File: src/rtl/ad9280_receiver.sv
// AD9280 capture engine: samples sample_len bytes, packs them little-endian into 32-bit AXIS words.
// Optional macro ADC_TEST_PATTERN_EN replaces adc_data with an internal 8-bit ramp.
module ad9280_receiver #(
    parameter int FIFO_DEPTH = 16
) (
    input  logic        adc_clk,
    input  logic        adc_rst_n,
    input  logic [7:0]  adc_data,
    input  logic        sample_start,
    input  logic [31:0] sample_len,
    output logic        st_clr,
    output logic        busy,
    output logic        overflow,
    output logic [31:0] DMA_AXIS_tdata,
    output logic [3:0]  DMA_AXIS_tkeep,
    output logic        DMA_AXIS_tlast,
    output logic        DMA_AXIS_tvalid,
    input  logic        DMA_AXIS_tready
);
    localparam int AW = $clog2(FIFO_DEPTH);
    localparam int WW = 37;

    typedef enum logic [1:0] {IDLE, CAPTURE, DRAIN} state_t;
    state_t state;

    logic          start_d0, start_d1, start_d2, start_d3;
    logic [31:0]   len_d0, len_d1, len_d2;
    logic [31:0]   len_q, cnt;
    logic [23:0]   pack;
    logic [WW-1:0] word_p1, pend_word;
    logic          vld_p1, pend;
    logic [7:0]    sample;
    logic [1:0]    lane;
    logic          start_rise, accept, capturing, last_sample, word_done;

    logic [WW-1:0] mem [FIFO_DEPTH];
    logic [AW-1:0] wr_ptr, rd_ptr;
    logic [AW:0]   count;
    logic          full, pop, space, word_push, pend_push, wr_en;
    logic [WW-1:0] wr_word, head;

    // Word layout is {last, keep[3:0], data[31:0]}; bytes above the filled lane stay zero.
    function automatic logic [WW-1:0] pack_word(input logic [23:0] p, input logic [7:0] s,
                                                 input logic [1:0] ln, input logic last);
        logic [31:0] d;
        logic [3:0]  k;
        d = {8'h00, p};
        case (ln)
            2'd0:    begin d[7:0]   = s; k = 4'b0001; end
            2'd1:    begin d[15:8]  = s; k = 4'b0011; end
            2'd2:    begin d[23:16] = s; k = 4'b0111; end
            default: begin d[31:24] = s; k = 4'b1111; end
        endcase
        return {last, k, d};
    endfunction

    assign start_rise  = start_d2 & ~start_d3;
    assign accept      = (state == IDLE) && start_rise && (len_d2 != 32'd0);
    assign capturing   = (state == CAPTURE) && (cnt != len_q);
    assign lane        = cnt[1:0];
    assign last_sample = (cnt == len_q - 32'd1);
    assign word_done   = (lane == 2'd3) || last_sample;

`ifdef ADC_TEST_PATTERN_EN
    logic [7:0] ramp;
    logic       unused_adc_data;
    assign unused_adc_data = ^adc_data;
    always_ff @(posedge adc_clk) begin
        if (accept)
            ramp <= 8'd0;
        else if (capturing)
            ramp <= ramp + 8'd1;
    end
    assign sample = ramp;
`else
    assign sample = adc_data;
`endif

    // Synchronizers for the quasi-static register-file inputs
    always_ff @(posedge adc_clk) begin
        if (!adc_rst_n) begin
            start_d0 <= 1'b0;
            start_d1 <= 1'b0;
            start_d2 <= 1'b0;
            start_d3 <= 1'b0;
        end else begin
            start_d0 <= sample_start;
            start_d1 <= start_d0;
            start_d2 <= start_d1;
            start_d3 <= start_d2;
        end
    end

    always_ff @(posedge adc_clk) begin
        len_d0 <= sample_len;
        len_d1 <= len_d0;
        len_d2 <= len_d1;
    end

    assign full      = (count == (AW+1)'(FIFO_DEPTH));
    assign pop       = DMA_AXIS_tvalid & DMA_AXIS_tready;
    assign space     = ~full | pop;
    assign word_push = vld_p1 & space;
    assign pend_push = pend & ~vld_p1 & space;
    assign wr_en     = word_push | pend_push;
    assign wr_word   = vld_p1 ? word_p1 : pend_word;

    always_ff @(posedge adc_clk) begin
        if (!adc_rst_n) begin
            state    <= IDLE;
            st_clr   <= 1'b0;
            busy     <= 1'b0;
            overflow <= 1'b0;
            vld_p1   <= 1'b0;
            pend     <= 1'b0;
            cnt      <= 32'd0;
        end else begin
            st_clr <= 1'b0;
            vld_p1 <= 1'b0;
            if (vld_p1 && !space) begin
                if (word_p1[WW-1])
                    pend <= 1'b1;
                else
                    overflow <= 1'b1;
            end
            if (pend_push)
                pend <= 1'b0;
            case (state)
                IDLE: begin
                    if (start_rise) begin
                        st_clr <= 1'b1;
                        if (len_d2 != 32'd0) begin
                            cnt      <= 32'd0;
                            overflow <= 1'b0;
                            busy     <= 1'b1;
                            state    <= CAPTURE;
                        end
                    end
                end
                CAPTURE: begin
                    if (cnt == len_q) begin
                        state <= DRAIN;
                    end else begin
                        cnt    <= cnt + 32'd1;
                        vld_p1 <= word_done;
                    end
                end
                DRAIN: begin
                    if (!pend && count == '0) begin
                        busy  <= 1'b0;
                        state <= IDLE;
                    end
                end
                default: state <= IDLE;
            endcase
        end
    end

    always_ff @(posedge adc_clk) begin
        if (accept) begin
            len_q <= len_d2;
            pack  <= 24'd0;
        end else if (capturing) begin
            if (word_done) begin
                word_p1 <= pack_word(pack, sample, lane, last_sample);
                pack    <= 24'd0;
            end else begin
                case (lane)
                    2'd0:    pack[7:0]   <= sample;
                    2'd1:    pack[15:8]  <= sample;
                    default: pack[23:16] <= sample;
                endcase
            end
        end
        if (vld_p1 && !space && word_p1[WW-1])
            pend_word <= word_p1;
    end

    // First-word fall-through word FIFO
    always_ff @(posedge adc_clk) begin
        if (wr_en)
            mem[wr_ptr] <= wr_word;
    end

    always_ff @(posedge adc_clk) begin
        if (!adc_rst_n) begin
            wr_ptr <= '0;
            rd_ptr <= '0;
            count  <= '0;
        end else begin
            if (wr_en)
                wr_ptr <= wr_ptr + 1'b1;
            if (pop)
                rd_ptr <= rd_ptr + 1'b1;
            count <= count + (AW+1)'(wr_en) - (AW+1)'(pop);
        end
    end

    assign head = mem[rd_ptr];

    always_comb begin
        DMA_AXIS_tvalid = (count != '0);
        DMA_AXIS_tdata  = 32'd0;
        DMA_AXIS_tkeep  = 4'd0;
        DMA_AXIS_tlast  = 1'b0;
        if (DMA_AXIS_tvalid) begin
            DMA_AXIS_tdata = head[31:0];
            DMA_AXIS_tkeep = head[35:32];
            DMA_AXIS_tlast = head[36];
        end
    end

endmodule

File: config.mk
export PLATFORM = sky130hd
export DESIGN_NAME = ad9280_receiver
export DESIGN_NICKNAME = d
export VERILOG_FILES = /design/src/rtl/ad9280_receiver.sv
export SDC_FILE = /design/constraint.sdc
export NUM_CORES = 1
export LEC_CHECK = 0
export BUFFER_PORTS_ARGS = -buffer_cell sky130_fd_sc_hd__buf_2
export CAP_MARGIN = 20
export CORE_ASPECT_RATIO = 1.2
export CORE_MARGIN = 3
export CORE_UTILIZATION = 55
export DETAILED_ROUTE_END_ITERATION = 6
export PLACE_DENSITY = 0.72
export SLEW_MARGIN = 20
export SYNTH_ARGS = -nofsm -noshare
export SYNTH_HDL_FRONTEND = slang
export SYNTH_SLANG_ARGS = --single-unit
export TNS_END_PERCENT = 10
File: constraint.sdc
create_clock -name adc_clk -period 6.75 [get_ports adc_clk]
set_input_delay 1.0125 -clock adc_clk [delete_from_list [all_inputs] [get_ports adc_clk]]
set_output_delay 1.0125 -clock adc_clk [all_outputs]
set_load 0.02 [all_outputs]
Yosys cells after proc, flatten, opt, wreduce, memory -nomap -nowiden
Memories as Yosys holds them, arrays and structs flattened. A register that Yosys moved wholly into a read port is not among the register bits.
Cells that the tools add are included.
{"block": "totals", "reg_bits": 282, "ram_bits": 592, "input_bits": 44, "out_inout_bits": 41, "wordCells": 118, "memories": 1}
{"block": "classes", "add_sub_neg": 6, "eq_ne": 15, "n_mux": 33, "n_bitwise": 13, "reduce_logical": 27}
{"name": "mem", "words": 16, "word_bits": 37, "read_ports": 1, "rd_clocked_by_memory_dff": 1, "wr": 1, "line_no": "36", "source": "logic [WW-1:0] mem [FIFO_DEPTH];"}
{"op": "2-to-1 mux 32 bit", "n": 4}
{"op": "equality test 32 bit", "n": 2}
{"op": "case mux 32 bit (2 select lines)", "n": 1}
{"op": "2-to-1 mux 37 bit", "n": 1}
{"op": "adder 32 x 1 -> 32 bit (second input constant)", "n": 1}
{"op": "2-to-1 mux 8 bit", "n": 4}
{"op": "inequality test 32 bit", "n": 1}
{"op": "nonzero test 32 bit", "n": 1}
{"op": "subtractor 32 x 1 -> 32 bit (second input constant)", "n": 1}
{"op": "2-to-1 mux 24 bit", "n": 1}
{"op": "2-to-1 mux 1 bit", "n": 12}
{"op": "2-to-1 mux 4 bit", "n": 3}
{"op": "case mux 4 bit (3 select lines)", "n": 1}
{"op": "AND reduction 4 bit", "n": 3}
{"op": "adder 4 x 1 -> 4 bit (second input constant)", "n": 2}
{"op": "2-to-1 mux 2 bit", "n": 4}
{"op": "equality test 2 bit (second input constant)", "n": 3}
{"op": "logical AND 1 bit", "n": 6}
{"op": "inequality test 2 x 1 -> 1 bit (second input constant)", "n": 3}
{"op": "inequality test 2 bit (second input constant)", "n": 3}
{"op": "inverter 1 bit", "n": 6}
{"op": "case mux 2 bit (3 select lines)", "n": 1}
{"op": "AND reduction 2 bit", "n": 3}
{"op": "OR reduction 3 bit", "n": 2}
{"op": "other kinds (15)", "n": 25}

Longest topological paths before layout
{"block": "depth", "depth_word": 9, "mapped_depth": 16, "mapped_depth_nobuf": 16}

Worst setup path after synthesis
Ideal clock, no wire load.
{"block": "synth_timing", "kind": "register to register", "startpoint": "reg len_q[3]", "endpoint": "reg word_p1[0] (enable)", "setup_time_ns": 0.429, "arrival_time_ns": 4.535, "required_ns": 6.321, "setup_slack_ns": 1.785, "stages_incl_launch_ff": 10, "path_buffers": 1, "synth_period_minus_slack_ns": 4.965, "cell_sequence": "edfxtp_1 buf_6 or4_4 nor4_2 nand4_1 xnor2_1 or4_4 nor4_4 nor2_1 nor2_1"}
{"block": "synth_via", "elab_chain_len": 4, "elab_cells_between_ends": 6, "classes_between": "add/sub: 1; eq/ne: 2; reduce/logical: 3"}
{"item": "start, declared", "line_no": "28", "source": "logic [31:0] len_q, cnt;"}
{"item": "start signal, assigned", "line_no": "161", "source": "len_q <= len_d2;"}
{"item": "subtractor 32 x 1 -> 32 bit", "line_no": "61", "source": "assign last_sample = (cnt == len_q - 32'd1);"}
{"item": "equality test 32 bit", "line_no": "61"}
{"item": "logical OR 1 bit", "line_no": "62", "source": "assign word_done = (lane == 2'd3) || last_sample;"}
{"item": "AND reduction 3 bit (no line) *"}
{"item": "end signal, assigned", "line_no": "165", "source": "word_p1 <= pack_word(pack, sample, lane, last_sample);"}
{"item": "end, declared", "line_no": "30", "source": "logic [WW-1:0] word_p1, pend_word;"}
Mark *: on every way between the ends. The rest lies on a longest branch, timed or not.
A chain may end at the register's enable or synchronous reset.

Final worst setup path
{"block": "layout_timing", "startpoint": "reg len_q[3]", "endpoint": "reg word_p1[15] (enable)"}
Same word-level chain as after synthesis.

==> flow_summary.json <==
{
  "run_status": "finished clean",
  "power.density_nw_per_um2": 324,
  "synth_area_sq_um": 32700,
  "vias_per_cell": 5.99,
  "drive_above_1_share": 0.268,
  "synth_seq_cells": 860,
  "grt_pass1_vias": 16800,
  "ff2ff_path_depth": 8,
  "ir_drop_v": 0.000307,
  "wl_um": 67700,
  "io_pins": 85,
  "start_util": 0.559,
  "htree_levels": 3,
  "dpl.hpwl_um": 37100,
  "fin_crit_sh": 0.706,
  "start_kind": "register",
  "required_ps": 6970,
  "drc": 0,
  "timing.fmax_mhz": 210,
  "fin_nets": 1901,
  "setup_tns_ps": 0,
  "globalplace.congestion": 0.870,
  "postCtsHoldBufs": 0,
  "utilization": 0.627,
  "synth_cell_types": 71,
  "cp_slowest_cell": "nor4_2",
  "synthFlopType": "edfxtp_1",
  "rsz0062_at_grt": "false",
  "worst-path-buf-inv": 0,
  "coreArea_sq_um": 58600,
  "root_buffer": "clkbuf_16",
  "crit_top_cell": "or4_4",
  "slew_headroom": 0.253,
  "finClkSkew_ps": 21.9,
  "hold_path_class": "reg -> reg",
  "slowest_delay_ps": 860,
  "syn_nets": 1791,
  "yosysWarningCount": 0,
  "fin_crit_ps": 4770,
  "area_growth_pct": 12.2,
  "die_h_um": 273,
  "cp.arrival_ps": 4990,
  "grt_pass1_wl_um": 103000,
  "worst-path-stages": 8,
  "worstHoldPathCells": 0,
  "cts_buffer_depth": 3,
  "tightest_slew_ps": 1120,
  "synth_edf_count": 680,
  "wl_per_cell_um": 25.1,
  "clock_latency_ps": 620,
  "max-cap-violations": 0,
  "critPathMaxFanout": 36,
  "first_pass_iters": 5,
  "grtUsageTotal": 0.221,
  "antenna_found_initial": 2,
  "ctsResizeCount": 0,
  "p_leak_nw": 11.8,
  "grt_max_degree": 92,
  "synth.avg_cell_area_sq_um": 18.9,
  "hold_viol_final": 0,
  "slew_violations": 0,
  "cts_tree": "built",
  "crit_family": "simple AND/OR/NAND/NOR gates",
  "cts_inserted_buffers": 78,
  "setup.worst_path.end_class": "register",
  "critPathKind": "reg -> reg",
  "clk_pin_slew_worst_paths_ps": 60,
  "crit_chain": "or4_4, nor4_2, nand4_1, xnor2_1, or4_4, nor4_4, nor2_1, nor2_4",
  "post_cts_buffers": 0,
  "cts_sinks": 860,
  "die-area_sq_um": 62500,
  "netlist_instances": 1728,
  "vias": 16100,
  "io_buffer_count": 84,
  "drtIter0Drc": 1533,
  "grt_overflow_total": 0,
  "setup_viol_count_final": 0,
  "async_reset_ff_frac": 0,
  "dieWidth_um": 229,
  "ys_seq_area_frac": 0.734,
  "rows": 97,
  "detail-route-antenna-nets": 0
}
==> final timing paths <==
check        startpoint           to  slack (ps)
max            len_q[3]  word_p1[15]        1980
min           len_d1[6]    len_d2[6]         310
max reg2reg    len_q[3]  word_p1[15]        1980
min reg2reg   len_d1[6]    len_d2[6]         310
==> flip-flops by register name (all words and copies together) (netlist names), 2 cells and up, named ones only <==
register	count
mem	576
pend_word	36
word_p1	36
cnt	32
len_d0	32
len_d1	32
len_d2	32
len_q	32
pack	24
count	5
rd_ptr	4
wr_ptr	4
state	2
==> final cells by class <==
cell class,instances,area [sq um]
Tap cell,792,991
Timing Repair Buffer,111,648
Clock inverter,39,354
Clock buffer,102,2190
Fill cell,3948,21900
Antenna cell,3,7.51
Sequential cell,860,24000
Multi-Input combinational cell,759,8410
Inverter,28,105
==> layout by cell type (no fill, tap or decap), types with 15 or more instances in the layout <==
cell | Yosys | final
ha_1 | 18 | 18
inv_1 | 28 | 28
edfxtp_1 | 680 | 680
xor2_1 | 48 | 48
nor4_1 | 22 | 22
nand2_1 | 25 | 24
nor2_1 | 75 | 62
nor3_1 | 25 | 21
clkbuf_16 | 0 | 83
xnor2_1 | 32 | 32
clkinv_2 | 0 | 16
dfxtp_1 | 180 | 175
mux2_2 | 60 | 60
clkbuf_1 | 60 | 15
mux4_2 | 180 | 180
and2_1 | 63 | 63
nand4_1 | 22 | 22
buf_2 | 2 | 84
a22o_1 | 17 | 17
buf_4 | 1 | 25
==> layer usage <==
layer,global-route usage,share of wire,vias to the layer above
met5,0,0,-
met4,0.0938,0.038,0
met3,0.0343,0.055,149
met2,0.386,0.52,567
met1,0.276,0.39,8329
li1,-,-,7102
==> per-stage QoR <==
step	instance area (sq um)	total power, W	hold slack, ps	setup WS [ps]	instances
detailed placement	34200	0.00772	312	1990	2550
global placement	34200	0.00770	310	2090	2550
global route	36700	0.0123	324	1650	2691
floorplan	32700	0.00725	310	1790	1728
finish	36700	0.0119	313	1980	2694
CTS	36700	0.0120	312	1970	2691
==> cell families (layout without fill, tap and decap cells) <==
family	after synthesis	in the layout	share of synthesized area
flops	860	860	0.734
buf+inv	109	280	0.0131
mux	244	244	0.146
other cells	0	3	0
simple gates	318	318	0.0545
compound gates	97	97	0.0233
xor+xnor	81	81	0.0221
fa+ha+maj	19	19	0.00749
==> worst reg2reg max path, cell delays in order (launching register included) <==
cell and delay (ps):
edfxtp_1 500, or4_4 610, nor4_2 860, nand4_1 360
xnor2_1 240, or4_4 430, nor4_4 390, nor2_1 140
nor2_4 840
==> power by group <==
group	internal [W]	leakage (nW)	switching, W
Sequential	0.00572	7.56	0.000134
Combinational	0.000888	3.01	0.000822
Clock	0.00246	1.26	0.00187
==> cell usage after synthesis (3+ instances only) <==
| cell | count | share of area |
|---|---|---|
| or3_1 | 9 | 0.0017 |
| or4_1 | 6 | 0.0014 |
| xnor2_1 | 32 | 0.0086 |
| and2_1 | 63 | 0.012 |
| and4_1 | 6 | 0.0016 |
| a32o_1 | 8 | 0.0024 |
| xor2_1 | 48 | 0.013 |
| or2_2 | 3 | 0.00057 |
| o21ai_0 | 8 | 0.0012 |
| nand2b_1 | 6 | 0.0011 |
| inv_1 | 28 | 0.0032 |
| nand2_1 | 25 | 0.0029 |
| o21a_1 | 7 | 0.0016 |
| dfxtp_1 | 180 | 0.11 |
| nor4_1 | 22 | 0.0042 |
| a21boi_0 | 5 | 0.0011 |
| buf_1 | 16 | 0.0018 |
| nor2_1 | 75 | 0.0086 |
| and3_1 | 10 | 0.0019 |
| nor2b_1 | 13 | 0.0025 |
| nand4_1 | 22 | 0.0042 |
| mux2i_1 | 4 | 0.0012 |
| a22o_1 | 17 | 0.0045 |
| nor3_1 | 25 | 0.0038 |
| mux2_2 | 60 | 0.021 |
| edfxtp_1 | 680 | 0.62 |
| a211o_1 | 3 | 0.00080 |
| ha_1 | 18 | 0.0069 |
| or4_4 | 3 | 0.0010 |
| a21oi_1 | 13 | 0.0020 |
| nand3_1 | 13 | 0.0020 |
| nor3b_1 | 5 | 0.0011 |
| clkbuf_1 | 60 | 0.0069 |
| mux4_2 | 180 | 0.12 |
(Power assumes the default switching activity.)
